## src/rtl/nand_vector_sequencer.sv

```systemverilog
// Walks a 2-input NAND unit through all four input vectors, holds each for SETTLE_CYCLES,
// samples its output and records per-vector mismatches; abort returns to IDLE keeping partial results.
module nand_vector_sequencer #(
  parameter int SETTLE_CYCLES = 3
) (
  input  logic       clk,
  input  logic       rst_n,
  input  logic       start,
  input  logic       abort,
  input  logic       dut_w,
  output logic       dut_a,
  output logic       dut_b,
  output logic       busy,
  output logic       done,
  output logic       pass,
  output logic [2:0] err_count,
  output logic [3:0] fail_vec
);

  typedef enum logic [1:0] {IDLE, SETTLE, SAMPLE, DONE} state_t;

  // The SETTLE state spends one cycle per count down to zero, so load one less than the hold time.
  localparam logic [7:0] CNT_LOAD = 8'(SETTLE_CYCLES - 1);

  state_t     state_q, state_d;
  logic [1:0] idx_q, idx_d;
  logic [7:0] cnt_q, cnt_d;
  logic       dut_a_q, dut_a_d;
  logic       dut_b_q, dut_b_d;
  logic       busy_q, busy_d;
  logic       done_q, done_d;
  logic       pass_q, pass_d;
  logic [2:0] err_q, err_d;
  logic [3:0] fail_q, fail_d;

  always_comb begin
    state_d = state_q;
    idx_d   = idx_q;
    cnt_d   = cnt_q;
    dut_a_d = dut_a_q;
    dut_b_d = dut_b_q;
    busy_d  = busy_q;
    done_d  = 1'b0;
    pass_d  = pass_q;
    err_d   = err_q;
    fail_d  = fail_q;

    case (state_q)
      IDLE: begin
        dut_a_d = 1'b0;
        dut_b_d = 1'b0;
        busy_d  = 1'b0;
        if (start) begin
          err_d   = 3'd0;
          fail_d  = 4'd0;
          pass_d  = 1'b0;
          idx_d   = 2'd0;
          cnt_d   = CNT_LOAD;
          busy_d  = 1'b1;
          state_d = SETTLE;
        end
      end

      SETTLE: begin
        if (abort) begin
          state_d = IDLE;
          dut_a_d = 1'b0;
          dut_b_d = 1'b0;
          busy_d  = 1'b0;
          pass_d  = 1'b0;
        end else if (cnt_q == 8'd0) begin
          state_d = SAMPLE;
        end else begin
          cnt_d = cnt_q - 8'd1;
        end
      end

      SAMPLE: begin
        if (abort) begin
          state_d = IDLE;
          dut_a_d = 1'b0;
          dut_b_d = 1'b0;
          busy_d  = 1'b0;
          pass_d  = 1'b0;
        end else begin
          if (dut_w != ~(dut_a_q & dut_b_q)) begin
            fail_d[idx_q] = 1'b1;
            err_d         = err_q + 3'd1;
          end
          if (idx_q != 2'd3) begin
            idx_d   = idx_q + 2'd1;
            dut_a_d = idx_d[0];
            dut_b_d = idx_d[1];
            cnt_d   = CNT_LOAD;
            state_d = SETTLE;
          end else begin
            dut_a_d = 1'b0;
            dut_b_d = 1'b0;
            busy_d  = 1'b0;
            done_d  = 1'b1;
            // Uses the count including this final sample.
            pass_d  = (err_d == 3'd0);
            state_d = DONE;
          end
        end
      end

      DONE: begin
        state_d = IDLE;
      end

      default: begin
        state_d = IDLE;
        dut_a_d = 1'b0;
        dut_b_d = 1'b0;
        busy_d  = 1'b0;
      end
    endcase
  end

  always_ff @(posedge clk or negedge rst_n) begin
    if (!rst_n) begin
      state_q <= IDLE;
      idx_q   <= 2'd0;
      cnt_q   <= 8'd0;
      dut_a_q <= 1'b0;
      dut_b_q <= 1'b0;
      busy_q  <= 1'b0;
      done_q  <= 1'b0;
      pass_q  <= 1'b0;
      err_q   <= 3'd0;
      fail_q  <= 4'd0;
    end else begin
      state_q <= state_d;
      idx_q   <= idx_d;
      cnt_q   <= cnt_d;
      dut_a_q <= dut_a_d;
      dut_b_q <= dut_b_d;
      busy_q  <= busy_d;
      done_q  <= done_d;
      pass_q  <= pass_d;
      err_q   <= err_d;
      fail_q  <= fail_d;
    end
  end

  assign dut_a     = dut_a_q;
  assign dut_b     = dut_b_q;
  assign busy      = busy_q;
  assign done      = done_q;
  assign pass      = pass_q;
  assign err_count = err_q;
  assign fail_vec  = fail_q;

endmodule

```

## config.mk

```make
export PLATFORM = sky130hd
export DESIGN_NAME = nand_vector_sequencer
export DESIGN_NICKNAME = d
export VERILOG_FILES = /design/src/rtl/nand_vector_sequencer.sv
export SDC_FILE = /design/constraint.sdc
export NUM_CORES = 1
export LEC_CHECK = 0
export CAP_MARGIN = 20
export CORE_MARGIN = 2
export CORE_UTILIZATION = 56
export CTS_BUF_LIST = sky130_fd_sc_hd__clkbuf_16
export CTS_CLUSTER_DIAMETER = 150
export CTS_CLUSTER_SIZE = 10
export DETAILED_ROUTE_END_ITERATION = 10
export DONT_BUFFER_PORTS = 1
export PLACE_DENSITY_LB_ADDON = 0.15
export SETUP_SLACK_MARGIN = 0.15
export SYNTH_ARGS = -nofsm -noshare
export SYNTH_HDL_FRONTEND = slang
export SYNTH_SLANG_ARGS = --single-unit
```

## constraint.sdc

```tcl
create_clock -name clk -period 1.8 [get_ports clk]
set_input_delay 0.09 -clock clk [delete_from_list [all_inputs] [get_ports clk]]
set_output_delay 0.09 -clock clk [all_outputs]
set_load 0.02 [all_outputs]
```

==> results.md, run 1 <==
* FMAX at 563 MHz
* Worst Setup Slack, final at 23.8 ps
* IR drop worst, VDD at 1180 uV
* Synth top area share at 0.421
* Routability cong. at 0.860
* Final hold slack at approximately 130 ps
* Crit. End Element: flop
* Clk slew on worst S/H paths at around 60 ps
* CP top delay family: simple AND/OR/NAND/NOR gates
* Initial antenna violation count at 0
* Share of layout cells above drive strength 1 at 0.333
* Synth Flop Type: dfrtp_1
* Status: complete, no violations
* DP Worst Slack at -26.0 ps
* RSZ-0062 raised after global routing: true
* Sw Pwr at 1070 uW
* CTS tree: yes
* CP arrival at ~2000 ps
* Min-Delay Path Class: in -> reg
* Max cap viols at 0
* Syn Nets at approximately 170
* FP Rows at 18
* Final max-slew violation count at 0
* GRT met3 Usage at 0.0328
* Die height at approximately 54 um
* Number of remaining DRC errors at 0
* Buffers plus inverters on the worst setup path at 0
* Num CTS Buffers at 3
* Final Core Density at 0.783
* HPWL Detailed at about 2500 um
* Required @ worst endpoint at about 2000 ps
* First-pass GRT wire length at between 5000 and 6000 um
* Setup-failing EPs final at 0
* Setup Skew at around 3.6 ps
* Slowest cell on the critical path: or4_4
* Vias at 1,355
* Worst-path fanout max at 4
* Post-synth top area cell: dfrtp_1
* Post-synth ARST share at 1.00
* Top post-synthesis cells by area: dfrtp_1 42%, ha_1 9.6%, o21ai_0 3.2%
* Final Hold Fails at 0
* DRT Pass-1 Iters at 4
* Crit-path max cell delay at 520 ps
* Design Power at roughly 2800 uW
* Top-level port count at 17
* Starting Density at 0.582
* Comb pwr share at 0.497
* Final Critical Period at around 1800 ps
* Die width at ~54 um
* Top Usage Layer GRT: met2
* Ant diodes at 0
* Clk root buf: clkbuf_16
* Startpoint Class: flop
* Largest net degree at the start of global routing at 25
* Drt via density at 6.36
* Final wirelength at 4020 um
* Port Buffers at 0
* Post-synth EDFFs at 0
* Core outline area at 2450 sq um
* Post-synthesis average cell area at about 9.5 sq um
* Mapped Area at ~1400 sq um
* PD cells at ~1500 nW/um^2
* Worst-Skew Late Latency at around 260 ps
* Clock Tree Buf Depth at 2
* Post-Synthesis Cells at 150
* # placed instances at about 190
* Area Growth Syn to Fin at 34.6%
* Commonest cells in the netlist: 24 x dfrtp_1, 12 x inv_1, 12 x nor2_1
* Total track usage at 0.273
* Final #Nets at 200
* Worst rel slew slack at 0.743
* Clock network fraction of design power at 0.224
* Crit path kind: reg -> reg
* Sequential share of power at 0.279
* GRT met2 Usage at 0.468
* Cells along the critical path: or3_4 -> or2_4 -> or4_4 -> a21oi_2
* Die ar. at 2970 sq um
* Leakage at 0.000876 uW
* H-tree depth at 1
* Sequential share of the synthesized area at 0.421
* Least-Margin Pin Slew at between 300 and 400 ps
* Synth warn at 0
* Top-count cell post-synth: dfrtp_1
* Vias in the first global route at between 1,000 and 1,500
* Cell Int Power at roughly 1800 uW
* Wire per inst at approximately 19 um
* Net Sw Frac at 0.378
* Synth cell types at 43
* Number of routed nets with antenna violations at 0
* FF+latch count, synth at 24
* Clock sink count at 24
* Grt total ovfl at 0
* GRT met1 Usage at 0.340
* DR iter-0 viols at a little over 60
* Period utilisation layout at 0.987
* Fin cells at between 200 and 250
-- path summary, 6_finish.rpt --
path                       slack, ps  cells past startpoint           to      from
max                               20                      4     cnt_q[6]  cnt_q[4]
min                              130                      2  fail_vec[1]     start
max reg2reg                       20                      4     cnt_q[6]  cnt_q[4]
min reg2reg                      560                      2     cnt_q[7]  cnt_q[7]
max in group asynchronous       1230                      2   state_q[1]     rst_n
min in group asynchronous        170                      1  fail_vec[2]     rst_n
-- worst register-to-register path: cells and delay by family, from the launching register on --
kind	cells	cell delay, ps
DFF	1	420
AOI/OAI and AO/OA	1	120
and+or+nand+nor	3	1170
-- power by group through the flow --
| stage | sequential [uW] | clock, uW | combinational (uW) |
|---|---|---|---|
| 2_1_floorplan | 775 | 0 | 713 |
| 3_3_place_gp | 785 | 0 | 929 |
| 3_5_place_dp | 800 | 0 | 976 |
| 4_1_cts | 785 | 646 | 1280 |
| 5_1_grt | 803 | 655 | 1520 |
| 6_report | 793 | 638 | 1420 |
-- what timing repair did --
| action | 4_1_cts | 5_1_grt |
|---|---|---|
| hold endpoints to repair | 28 | 0 |
| hold buffers | 3 | 0 |
| pin swaps | 6 | 2 |
| resized for setup | 15 | 9 |
| setup endpoints to repair | 12 | 16 |
| buffers inserted | 11 | 2 |
-- routing by layer --
metal,vias to the layer above,part of all wire
met4,0,0.034
li1,615,-
met3,16,0.053
met5,-,0
met1,662,0.40
met2,62,0.51
-- layout by cell type, fill, tap and decap left out, types with 3 or more instances in the layout --
cell           instances
clkbuf_16              3
a31oi_1                5
o21ai_0                6
dlygate4sd3_1          3
o31ai_1                3
ha_1                   7
o21ai_1                3
dfrtp_1               24
nand2_1                9
inv_1                  9
nand4_1                5
buf_4                 29
nor2_1                11
a21oi_1                6
a32oi_1                3
nor2b_1                3
inv_2                  3
-- state kept, by name, indices dropped and copies added (netlist names) --
signal	flops
cnt_q	8
err_count	3
fail_vec	4
idx_q	2
pass	1
state_q	2
dut_b	1
done	1
busy	1
dut_a	1
-- per-stage QoR --
step | cell area [sq um] | TNS [ps]
after CTS | 1850 | 0
after global placement | 1570 | 0
final | 1920 | 0
after detailed placement | 1570 | -33.1
after global routing | 1920 | -15.6
after floorplan | 1440 | 0
-- final cells by class --
type | count | area (sq um)
fillers | 154 | 533
multi-input cells | 110 | 858
clock inverters | 1 | 30.0
clock buffers | 3 | 75.1
flip-flops and latches | 24 | 601
inverters | 12 | 45.0
well taps | 30 | 37.5
repair buffers | 33 | 275
-- cells by family (layout without fill, tap and decap cells) --
family                   count (synthesis)  after routing  share of synthesized area
adder cells (fa/ha/maj)                 11             11                     0.0964
XOR/XNOR                                 2              2                     0.0123
AND/OR/NAND/NOR                         52             52                      0.198
buffers and inverters                   16             49                     0.0508
flip-flops                              24             24                      0.421
multiplexers                             3              3                     0.0219
AO/OA/AOI/OAI                           42             42                      0.200
Note: power is estimated with default switching activity, not from simulation.
==> run 2, diff against run 1 <==
Settings changed: CELL_PAD_IN_SITES_DETAIL_PLACEMENT from default to 0, CELL_PAD_IN_SITES_GLOBAL_PLACEMENT from default to 1, CORE_UTILIZATION 56 to 43.
==> results.md, run 2 (synthesis results as in run 1) <==
* Grt total ovfl at 0 (unchanged)
* Crit-path max cell delay at 500 ps (-20 ps)
* Worst Setup Slack, final at 67.1 ps (+43.3 ps)
* Slowest cell on the critical path: or4_1
* PD cells at 1420 nW/um^2 (-4.1%)
* Largest net degree at the start of global routing at 25 (unchanged)
* Worst R2R End: cnt_q[6]
* DP Worst Slack at -19.7 ps (+6.37 ps)
* Crit path kind: reg -> reg
* Share of layout cells above drive strength 1 at 0.343 (+0.00921)
* Die height at 61.6 um (+13%)
* Drt via density at 5.69 (-11%)
* Num CTS Buffers at 3 (unchanged)
* Min-Delay Path Class: in -> reg
* Period utilisation layout at 0.963 (-0.0241)
* Multi-input logic area at 865 sq um (+0.73%)
* Vias in the first global route at 1,187 (-7.4%)
* Crit path to: cnt_q[6]
* Startpoint Class: flop
* DR iter-0 viols at 50 (-18%)
* Crit. End Element: flop
* Setup-failing EPs final at 0 (unchanged)
* Worst-Skew Late Latency at 260 ps (about the same)
* IR drop worst, VDD at 697 uV (-41%)
* Commonest non-fill, non-tap cells in the layout: 28 x buf_4, 22 x dfrtp_1, 11 x nor2_1
* H-tree depth at 1 (unchanged)
* Clk slew on worst S/H paths at 60 ps (about the same)
* CP arrival at 1920 ps (-50 ps)
* Ant diodes at 0 (unchanged)
* Final wirelength at 3490 um (-13%)
* Least-Margin Pin Slew at 363 ps (-19.9 ps)
* Leakage at 0.000865 uW (-1.3%)
* DRT Pass-1 Iters at 4 (unchanged)
* Core outline area at 3100 sq um (+26%)
* Worst rel slew slack at 0.757 (+0.0133)
* FMAX at 577 MHz (+2.5%)
* Finished Cell Area at 1910 sq um (-0.78%)
* R2R setup slack at 70 ps (+40 ps)
* CP startpoint: cnt_q[3]
* Cells along the critical path: or3_4 -> or2_4 -> or4_1 -> a21oi_1
* Reg area at 603 sq um (+0.42%)
* CTS tree: yes
* Top-level port count at 17 (unchanged)
* Final #Nets at 199 (-0.50%)
* Number of remaining DRC errors at 0 (unchanged)
* Placed Instance Area at 1580 sq um (+0.64%)
* Final max-slew violation count at 0 (unchanged)
* Routability cong. at 0.796 (-7.5%)
* Number of routed nets with antenna violations at 0 (unchanged)
* HPWL Detailed at 2420 um (-2.2%)
* RSZ-0062 raised after global routing: true
* Clk root buf: clkbuf_16
* Total track usage at 0.199 (-0.0749)
* Final Critical Period at 1730 ps (-43.3 ps)
* Max cap viols at 0 (unchanged)
* Final Hold Fails at 0 (unchanged)
* Commonest non-fill, non-tap cell in the layout: buf_4
* Max FFs per register at 8 (unchanged)
* Reg2Reg Depth at 4 (unchanged)
* Worst-path fanout max at 3 (-1)
* Wire per inst at 15.5 um (-18%)
* Status: complete, no violations
* Largest register by flop count: cnt_q
* Fillers at 278 (+81%)
* Port Buffers at 0 (unchanged)
* Area Growth Syn to Fin at 33.6%
* Die ar. at 3800 sq um (+28%)
* WHS Path Cells at 2 (unchanged)
* First-pass GRT wire length at 5490 um (-5.0%)
* Clock Tree Buf Depth at 2 (unchanged)
* Setup Skew at 4.25 ps (+0.667 ps)
* Vias at 1,281 (-5.5%)
* RR Startpoint: cnt_q[3]
* Final Core Density at 0.615 (-0.168)
* Starting Density at 0.460 (-0.121)
* Clock sink count at 24 (unchanged)
* Design Power at 2710 uW (-4.9%)
* Die width at 61.6 um (+13%)
* Required @ worst endpoint at 1990 ps (about the same)
* FP Rows at 20 (+2)
* Initial antenna violation count at 0 (unchanged)
* TNS Setup at 0 ps (unchanged)
[run 2: cell types whose count changed in the layout (fill, tap and decap cells not counted), sizes merged]
cell,previous run,this run
bufinv,1,0
dlygate4sd3,3,2
[run 2: per-stage QoR]
stage	std cells	hold slack, ps
global route	225	42.6
floorplan	150	-206
CTS	222	15.9
finish	225	23.0
detailed placement	205	-205
global placement	205	-205
[run 2: timing repair]
| action | 4_1_cts | 5_1_grt |
|---|---|---|
| setup buffers | 11 | 3 |
| resized for setup | 14 | 18 |
| cloned | 0 | 0 |
| hold endpoints to repair | 27 | 0 |
| pin swaps | 6 | 6 |
| hold buffers | 3 | 0 |
| endpoints found under the setup margin | 9 | 19 |
[run 2: worst max-delay path, delay by kind of cell, from the launching register on]
kind / cells / cell delay [ps]
simple gates: 3 / 1140
flops: 1 / 400
compound gates: 1 / 120
[run 2: worst min path at each step]
stage / startpoint / to
6_report: start / busy
5_1_grt: start / busy
4_1_cts: start / busy
3_5_place_dp: rst_n / cnt_q[6]
3_3_place_gp: rst_n / cnt_q[6]
2_1_floorplan: rst_n / busy
[run 2: metal layers]
layer	vias to the layer above	GRT usage	wire length, um
li1	618	-	-
met1	625	0.279	1630
met2	32	0.304	1680
met3	6	0.0336	126
met4	0	0.0790	61
met5	-	0	0
[run 2: area by class of cell]
cell class	count	share of cell area
Clock buffer	3	0.0394
Multi-Input combinational cell	110	0.453
Tap cell	44	0.0289
Timing Repair Buffer	32	0.137
Inverter	12	0.0249
Sequential cell	24	0.316
[run 2: power by group]
part	internal [uW]	switching [uW]
logic	726	711
registers	657	145
clock network	294	175
